<file path="src/rtl/dmem_arb_pkg.sv">
// Shared definitions for the data-memory arbiter: requester tags and
// default bus widths matching the CPU data path.
package dmem_arb_pkg;

    localparam int DEF_DATA_W = 64;
    localparam int DEF_ADDR_W = 8;

    localparam logic REQ_CPU  = 1'b0;
    localparam logic REQ_HOST = 1'b1;

endpackage

</file>
<file path="src/rtl/dmem_arb_rd_tag_pipe.sv">
// Valid+tag delay line that follows each granted read through the memory
// read latency so the return can be steered to the right requester.
module rd_tag_pipe
    import dmem_arb_pkg::*;
#(
    parameter int DEPTH = 1
) (
    input  logic clk,
    input  logic rst_n,
    input  logic push,
    input  logic tag,
    output logic out_valid,
    output logic out_tag
);

    logic [DEPTH-1:0] vld;
    logic [DEPTH-1:0] tg;

    // Clearing on reset discards any reads still in flight.
    always_ff @(posedge clk or negedge rst_n) begin
        if (!rst_n) begin
            vld <= '0;
            tg  <= {DEPTH{REQ_CPU}};
        end else begin
            vld[0] <= push;
            tg[0]  <= tag;
            for (int i = 1; i < DEPTH; i++) begin
                vld[i] <= vld[i-1];
                tg[i]  <= tg[i-1];
            end
        end
    end

    assign out_valid = vld[DEPTH-1];
    assign out_tag   = tg[DEPTH-1];

endmodule

</file>
<file path="src/rtl/dmem_arb.sv">
// Arbiter sharing the single-port data memory between the CPU MEM stage
// and the host/debug port, with round-robin fairness and a bounded host lock.
module dmem_arb
    import dmem_arb_pkg::*;
#(
    parameter int DATA_W   = DEF_DATA_W,
    parameter int ADDR_W   = DEF_ADDR_W,
    parameter int RD_LAT   = 1,
    parameter int MAX_LOCK = 8
) (
    input  logic              clk,
    input  logic              rst_n,
    input  logic              cpu_req_i,
    input  logic              cpu_we_i,
    input  logic [ADDR_W-1:0] cpu_addr_i,
    input  logic [DATA_W-1:0] cpu_wdata_i,
    output logic              cpu_gnt_o,
    output logic              cpu_rvalid_o,
    output logic              cpu_stall_o,
    input  logic              host_req_i,
    input  logic              host_we_i,
    input  logic [ADDR_W-1:0] host_addr_i,
    input  logic [DATA_W-1:0] host_wdata_i,
    input  logic              host_lock_i,
    output logic              host_gnt_o,
    output logic              host_rvalid_o,
    output logic [DATA_W-1:0] rdata_o,
    output logic [ADDR_W-1:0] mem_addr_o,
    output logic [DATA_W-1:0] mem_data_o,
    output logic              mem_wen_o,
    input  logic [DATA_W-1:0] mem_data_i
);

    localparam int LCW = $clog2(MAX_LOCK + 1);

    logic           last_win;
    logic [LCW-1:0] lock_cnt;
    logic           lock_ok;
    logic           host_win;
    logic           cpu_gnt;
    logic           host_gnt;
    logic           rd_push;
    logic           pipe_valid;
    logic           pipe_tag;

    // Lock only extends an ongoing host run; once the counter saturates the
    // normal round-robin hands the next contended cycle to the CPU.
    always_comb begin
        lock_ok  = host_lock_i && (last_win == REQ_HOST) && (lock_cnt < LCW'(MAX_LOCK));
        host_win = host_req_i;
        if (cpu_req_i && host_req_i) begin
            host_win = lock_ok || (last_win == REQ_CPU);
        end
    end

    assign cpu_gnt  = cpu_req_i && !host_win;
    assign host_gnt = host_req_i && host_win;

    assign cpu_gnt_o   = cpu_gnt;
    assign host_gnt_o  = host_gnt;
    assign cpu_stall_o = cpu_req_i && !cpu_gnt;

    assign mem_addr_o = host_gnt ? host_addr_i  : cpu_addr_i;
    assign mem_data_o = host_gnt ? host_wdata_i : cpu_wdata_i;
    assign mem_wen_o  = (host_gnt && host_we_i) || (cpu_gnt && cpu_we_i);

    assign rd_push = (cpu_gnt && !cpu_we_i) || (host_gnt && !host_we_i);

    // Reset to HOST so the CPU takes the first contended cycle.
    always_ff @(posedge clk or negedge rst_n) begin
        if (!rst_n) begin
            last_win <= REQ_HOST;
            lock_cnt <= '0;
        end else begin
            if (cpu_gnt) begin
                last_win <= REQ_CPU;
            end else if (host_gnt) begin
                last_win <= REQ_HOST;
            end

            if (!host_lock_i || cpu_gnt) begin
                lock_cnt <= '0;
            end else if (host_gnt && cpu_req_i && (last_win == REQ_HOST) &&
                         (lock_cnt < LCW'(MAX_LOCK))) begin
                lock_cnt <= lock_cnt + LCW'(1);
            end
        end
    end

    rd_tag_pipe #(
        .DEPTH (RD_LAT)
    ) u_rd_tag_pipe (
        .clk       (clk),
        .rst_n     (rst_n),
        .push      (rd_push),
        .tag       (host_gnt ? REQ_HOST : REQ_CPU),
        .out_valid (pipe_valid),
        .out_tag   (pipe_tag)
    );

    assign cpu_rvalid_o  = pipe_valid && (pipe_tag == REQ_CPU);
    assign host_rvalid_o = pipe_valid && (pipe_tag == REQ_HOST);
    assign rdata_o       = mem_data_i;

endmodule

</file>
<file path="config.mk">
export PLATFORM = sky130hd
export DESIGN_NAME = dmem_arb
export DESIGN_NICKNAME = d
export VERILOG_FILES = /design/src/rtl/dmem_arb_pkg.sv /design/src/rtl/dmem_arb_rd_tag_pipe.sv /design/src/rtl/dmem_arb.sv
export SDC_FILE = /design/constraint.sdc
export NUM_CORES = 1
export LEC_CHECK = 0
export CAP_MARGIN = 20
export CORE_AREA = 8 8 134 136
export DETAILED_ROUTE_END_ITERATION = 10
export DIE_AREA = 0 0 142 144
export PLACE_DENSITY = 0.6
export SYNTH_ARGS = -nofsm -noshare
export SYNTH_HDL_FRONTEND = slang
export SYNTH_HIERARCHICAL = 1
export SYNTH_SLANG_ARGS = --single-unit
</file>
<file path="constraint.sdc">
create_clock -name clk -period 1.9 [get_ports clk]
set_input_delay 0.285 -clock clk [delete_from_list [all_inputs] [get_ports clk]]
set_output_delay 0.285 -clock clk [all_outputs]
set_load 0.01 [all_outputs]
</file>
==> results of run 1 <==
what timing repair did:
action,in CTS,in global routing
setup buffers,29,18
resized for setup,220,148
endpoints found under the setup margin,76,78
cloned,0,1
endpoints found under the hold margin,0,0
pin swaps,2,4
synthesized netlist by cell type (all sizes together), types with 2 or more instances:
cell type | number | area, µm²
buf | 72 | 611
mux2 | 72 | 987
dfrtp | 6 | 150
o21ai | 5 | 36.3
inv | 4 | 17.5
a21oi | 3 | 15.0
nor2 | 3 | 11.3
nand2 | 2 | 7.51
nand4b | 2 | 17.5
nor2b | 2 | 20.0
or3 | 2 | 12.5
worst reg2reg max path, delay by kind of cell, from the launching register on:
kind | cells | cell delay, ns
buf+inv | 5 | 0.59
simple gates | 2 | 0.39
compound gates | 1 | 0.14
flops | 1 | 0.55
area by class of cell:
class | count | area, µm² | share of cell area [%]
multi-input combinational | 102 | 1270 | 27.0
inverter | 4 | 17.5 | 0.372
tap | 220 | 275 | 5.84
sequential | 7 | 176 | 3.74
clock buffer | 4 | 78.8 | 1.67
timing repair buffer | 288 | 2890 | 61.4
metrics by stage:
step                      setup TNS, ns  area (µm²)
after global routing             -26.39        4710
after floorplan                       0        2010
after global placement           -43.41        4150
after CTS                        -25.38        4460
after detailed placement         -45.11        4150
final                            -21.71        4710
power breakdown:
group	switching [W]	internal [W]	total (W)
Clock	0.0000750	0.000279	0.000354
Sequential	0.00000403	0.000157	0.000161
Combinational	0.000365	0.000825	0.00119
Total	0.000444	0.00126	0.00170
state kept, by name (all words and copies together), names as in the netlist:
signal and flops:
u_rd_tag_pipe/out_valid 1, lock_cnt 4, last_win 1, u_rd_tag_pipe/out_tag 1
path summary, 6_finish.rpt:
check                                  from              to  slack, ns  depth (start not counted)
min in group clk                lock_cnt[1]     lock_cnt[1]       0.57                          2
worst min-delay path                  rst_n     lock_cnt[1]       0.32                          1
max in group asynchronous             rst_n        last_win       1.28                          1
worst max register to register     last_win     lock_cnt[2]       0.15                          8
worst min register to register  lock_cnt[1]     lock_cnt[1]       0.57                          2
worst max-delay path               last_win  mem_data_o[18]      -0.37                          8
routing by layer:
layer  global-route usage (%)  vias to the layer above
li1                         -                     1021
met1                     8.35                     1009
met2                     15.1                      197
met3                     5.32                        8
met4                     1.92                        0
met5                        0                        -
cell families (layout without fill, tap and decap cells):
kind of cell | count (synthesis) | after routing
compound gates | 13 | 13
simple gates | 15 | 15
buf+inv | 76 | 296
mux | 73 | 73
flops | 7 | 7
fa+ha+maj | 1 | 1
==> flow_metrics.py, run 1 <==
metrics = {
    "routing": {
        "drt-total-wl_um": 10100,
        "ant_nets": 0,
        "wire_per_inst_um": 16.2,
        "firstDrtPassIters": 3,
        "vias_per_cell": 3.58,
        "vias": 2235,
        "drcViolationCount": 0,
        "met2_wirelength_um": 4980,
        "wl_met1_um": 3520,
        "highest_layer": "met4",
        "drt-initial-drc-count": 24,
        "wl_met3_um": 1500,
    },
    "sta": {
        "rsz0062_at_grt": "true",
        "fin_crit_ns": 2.27,
        "hold_ws_ns": 0.324,
        "setup_viol": 76,
        "max_freq_mhz": 440,
        "slew_viol_final": 0,
        "slew_headroom_pct": 67.2,
        "final_hold_viol_count": 0,
        "tightest_slew_ns": 0.487,
        "post-route-period-util_pct": 120,
        "skew_ns": 0.0000446,
        "fin_ws_ns": -0.375,
    },
    "floorplanning": {
        "die_y_um": 144,
        "rows": 47,
        "core_um2": 16100,
        "initial_core_util_pct": 12.5,
        "die_x_um": 142,
        "io-pin-count": 357,
        "dieArea_um2": 20400,
    },
    "synth": {
        "synth_fp_nets": 401,
        "synth_cells": 185,
        "ys_seq_area_share_pct": 8.76,
        "synthesis.area_um2": 2010,
        "synthAdderAreaFrac_pct": 0.622,
        "ys_warn_count": 6,
        "synth-compound-area-share_pct": 5.10,
        "synth_edf_count": 0,
        "ys.flop_type": "dfrtp_1",
        "ys_ff_latch": 7,
        "synth-xor-area-share_pct": 0,
        "synth_top_family_by_area": "multiplexers",
        "synthSimpleGateAreaFrac_pct": 4.79,
        "avgSynthCellArea_um2": 10.9,
        "synthMuxAreaShare_pct": 49.5,
        "async_flop_share_pct": 100,
        "synth_cell_types": 29,
    },
    "power": {
        "vdd_drop_max_uv": 420,
        "power.density_nw_per_um2": 362,
        "total_power_w": 0.00170,
        "power.leakage_nw": 2.16,
    },
    "final_layout": {
        "final_common_cell": "clkdlybuf4s50_1",
        "antenna_cells": 0,
        "num-fill-cells": 1647,
        "layout-drive-gt1-share_pct": 51.9,
        "fin_util_pct": 29.4,
        "final_cell_mix": "clkdlybuf4s50_1, mux2_4, buf_6",
        "fin_nets": 622,
        "final_cell_count_no_fill": 625,
        "syn2layout_area_growth_pct": 134,
    },
    "cts": {
        "cts_max_level": 1,
        "cts_root_buf": "clkbuf_16",
        "clock-sinks": 7,
        "cts-hold-fix-buffers": 0,
        "clkTransAtPathRegs_ns": 0.03,
        "clock_latency_ns": 0.23,
        "tritoncts": "built",
        "clockBufferDepth": 2,
        "cts_buffers": 3,
    },
    "worst_setup_path": {
        "cp_cell_sequence": "nand2_4, o21ai_4, buf_12, buf_16, buf_12, buf_4, mux2_4, buf_6",
        "critical-path-top-delay-family": "buffers and inverters",
        "cp.required_ns": 1.62,
        "path_class": "flop to output port",
        "crit_top_cell": "buf_12",
        "crit_fanout": 8,
        "path_buf_inv": 5,
        "arrival_ns": 1.99,
        "cp-end-kind": "output port",
        "slowest_stage": "dfstp_2",
        "start_kind": "flop",
        "cpPeakStageDelay_ns": 0.55,
    },
    "grt": {
        "grt_pass1_wl_um": 13800,
        "antenna_found_initial": 0,
        "grt_pass1_vias": 2465,
        "overflow": 0,
        "track_usage_pct": 8.57,
        "grt_max_degree": 30,
    },
    "run_status": {
        "status": "finished, violations left",
        "violations": "negative setup slack",
    },
    "placed_design": {
        "gp_congestion": 0.911,
        "numPortBuffers": 228,
        "post-place-ws_ns": -0.655,
        "dp_hpwl_um": 8680,
        "dp.cells": 581,
    },
    "job": {
        "maxCapViolations": 0,
    },
    "hold_path": {
        "hp-class": "input port to async pin",
    },
}
Note: power is estimated with default switching activity, not from simulation.
==> inputs of run 2 (changes only) <==
- CORE_AREA: 8 8 134 136 -> 8 8 132 134
- DIE_AREA: 0 0 142 144 -> 0 0 140 142
- PLACE_DENSITY: 0.6 -> 0.64
- clock period: 1.9 -> 1.8 ns (I/O delays scaled with it)
==> flow_metrics.py, run 2 (synthesis gave the netlist of run 1 again) <==
metrics = {
    "run_status": {
        "status": "finished, violations left",
        "violations": "negative setup slack",
    },
    "sta": {
        "setup_viol": 75,
        "slew_viol_final": 0,
        "rsz0062_at_grt": "true",
        "fin_crit_ns": 2.15,
        "fin_ws_ns": -0.351,
        "skew_ns": 0.00315,
        "post-route-period-util_pct": 120,
        "tightest_slew_ns": 0.428,
        "final_hold_viol_count": 0,
        "max_freq_mhz": 465,
        "slew_headroom_pct": 71.2,
    },
    "power": {
        "p_clk_share_pct": 20.7,
        "switching_power_w": 0.000487,
        "power_frac_comb_pct": 70.0,
        "total_power_w": 0.00183,
        "power.leakage_nw": 2.10,
        "netSwitchingFraction_pct": 26.6,
        "power.density_nw_per_um2": 398,
        "p_int_w": 0.00134,
        "vdd_drop_max_uv": 430,
        "seq_power_share_pct": 9.3,
    },
    "hold_path": {
        "hp-class": "input port to async pin",
    },
    "floorplanning": {
        "die_x_um": 140,
        "rows": 46,
        "dieArea_um2": 19900,
        "core_um2": 15400,
        "io-pin-count": 357,
        "initial_core_util_pct": 13.1,
        "die_y_um": 142,
    },
    "final_layout": {
        "fin_util_pct": 29.8,
        "layout-drive-gt1-share_pct": 49.7,
        "final_cell_mix": "clkdlybuf4s50_1, buf_6, mux2_4",
        "seq_area_um2": 176,
        "syn2layout_area_growth_pct": 128,
        "fin_nets": 591,
        "largest_reg_flops": 4,
        "final_common_cell": "clkdlybuf4s50_1",
        "antenna_cells": 0,
        "top_register": "lock_cnt",
        "multi_input_area_um2": 1310,
        "num-fill-cells": 1553,
    },
    "job": {
        "maxCapViolations": 0,
    },
    "worst_setup_path": {
        "path_buf_inv": 4,
        "cp-end-kind": "output port",
        "path_class": "flop to output port",
        "crit_top_cell": "buf_12",
        "cp.required_ns": 1.53,
        "cp_cell_sequence": "nand2_4, o21ai_4, buf_12, buf_12, buf_12, mux2_4, buf_6",
        "arrival_ns": 1.88,
        "start_kind": "flop",
        "cpPeakStageDelay_ns": 0.55,
        "critical-path-top-delay-family": "buffers and inverters",
        "slowest_stage": "dfstp_2",
        "crit_fanout": 8,
    },
    "routing": {
        "drcViolationCount": 0,
        "vias_per_cell": 3.81,
        "drt-initial-drc-count": 26,
        "firstDrtPassIters": 4,
        "ant_nets": 0,
        "vias": 2158,
        "wire_per_inst_um": 19.1,
        "drt-total-wl_um": 10800,
    },
    "cts": {
        "cts_root_buf": "clkbuf_16",
        "tritoncts": "built",
        "clockBufferDepth": 2,
        "clkTransAtPathRegs_ns": 0.04,
        "clock_latency_ns": 0.23,
        "clock-sinks": 7,
        "cts_max_level": 1,
        "cts_buffers": 3,
    },
    "placed_design": {
        "dp_hpwl_um": 9070,
        "numPortBuffers": 228,
        "gp_congestion": 0.859,
        "post-place-ws_ns": -0.767,
    },
    "grt": {
        "use_met2_pct": 17.2,
        "grt_max_degree": 9,
        "overflow": 0,
        "grt_pass1_vias": 2531,
        "grt_pass1_wl_um": 15400,
        "track_usage_pct": 9.97,
        "busiest_layer": "met2",
        "antenna_found_initial": 0,
        "met1_usage_pct": 9.00,
        "met3_usage_pct": 8.49,
    },
}
run 2: cell types whose count changed in the layout (fill, tap and decap cells not counted), moves of 2 or more:
cell	previous run	this run
buf_6	62	78
clkbuf_2	6	0
buf_2	13	3
mux2_4	62	72
mux2_2	10	0
clkdlybuf4s15_2	6	0
dlygate4sd2_1	8	3
buf_12	6	8
buf_4	31	9
buf_8	3	5
run 2: path summary, 6_finish.rpt:
kind | cells past startpoint | from | slack (ns) | endpoint
hold reg to reg | 2 | lock_cnt[2] | 0.56 | lock_cnt[2]
setup / recovery | 7 | last_win | -0.35 | mem_data_o[17]
hold / removal | 1 | rst_n | 0.31 | lock_cnt[1]
max in group asynchronous | 1 | rst_n | 1.21 | last_win
min in group clk | 0 | mem_data_i[28] | 0.54 | rdata_o[28]
setup reg to reg | 7 | last_win | 0.27 | u_rd_tag_pipe/out_valid
run 2: power by group through the flow:
stage               Combinational [W]  Sequential [W]  Clock, W
global placement              0.00110        0.000170         0
finish                        0.00128        0.000170  0.000378
floorplan                    0.000568        0.000171         0
detailed placement            0.00111        0.000170         0
global route                  0.00135        0.000170  0.000394
CTS                           0.00132        0.000169  0.000385
run 2: repair_timing:
| item | in CTS | in global routing |
|---|---|---|
| hold buffers | 0 | 0 |
| pin swaps | 1 | 1 |
| setup endpoints to repair | 76 | 76 |
| gates resized for setup | 436 | 1 |
| setup buffers | 10 | 0 |
| cloned | 4 | 0 |
run 2: stage by stage:
step | cell area [µm²] | setup TNS (ns) | hold WS (ns) | cells
after CTS | 4650 | -25.81 | 0.306 | 569
after global routing | 4590 | -25.32 | 0.340 | 566
after floorplan | 2010 | 0 | -0.0256 | 185
after detailed placement | 4100 | -54.03 | 0.540 | 551
final | 4590 | -20.87 | 0.305 | 566
after global placement | 4100 | -51.93 | 0.536 | 551
run 2: per-layer routing:
layer | part of all wire (%) | vias up
met5 | 0 | -
met3 | 20 | 6
li1 | - | 960
met2 | 47 | 246
met1 | 33 | 946
met4 | 0.74 | 0
run 2: layout make-up:
cell class	count	area share, %
multi-input cells	102	28.5
inverters	4	0.381
flip-flops and latches	7	3.84
clock buffers	4	1.72
repair buffers	257	60.3
well taps	192	5.23
run 2: worst reg2reg max path, cell delays in order, from the launching register on:
cell	delay [ns]
dfstp_2	0.55
nand2_4	0.06
o21ai_4	0.16
buf_6	0.18
buf_12	0.14
inv_4	0.05
buf_4	0.13
o31ai_4	0.16
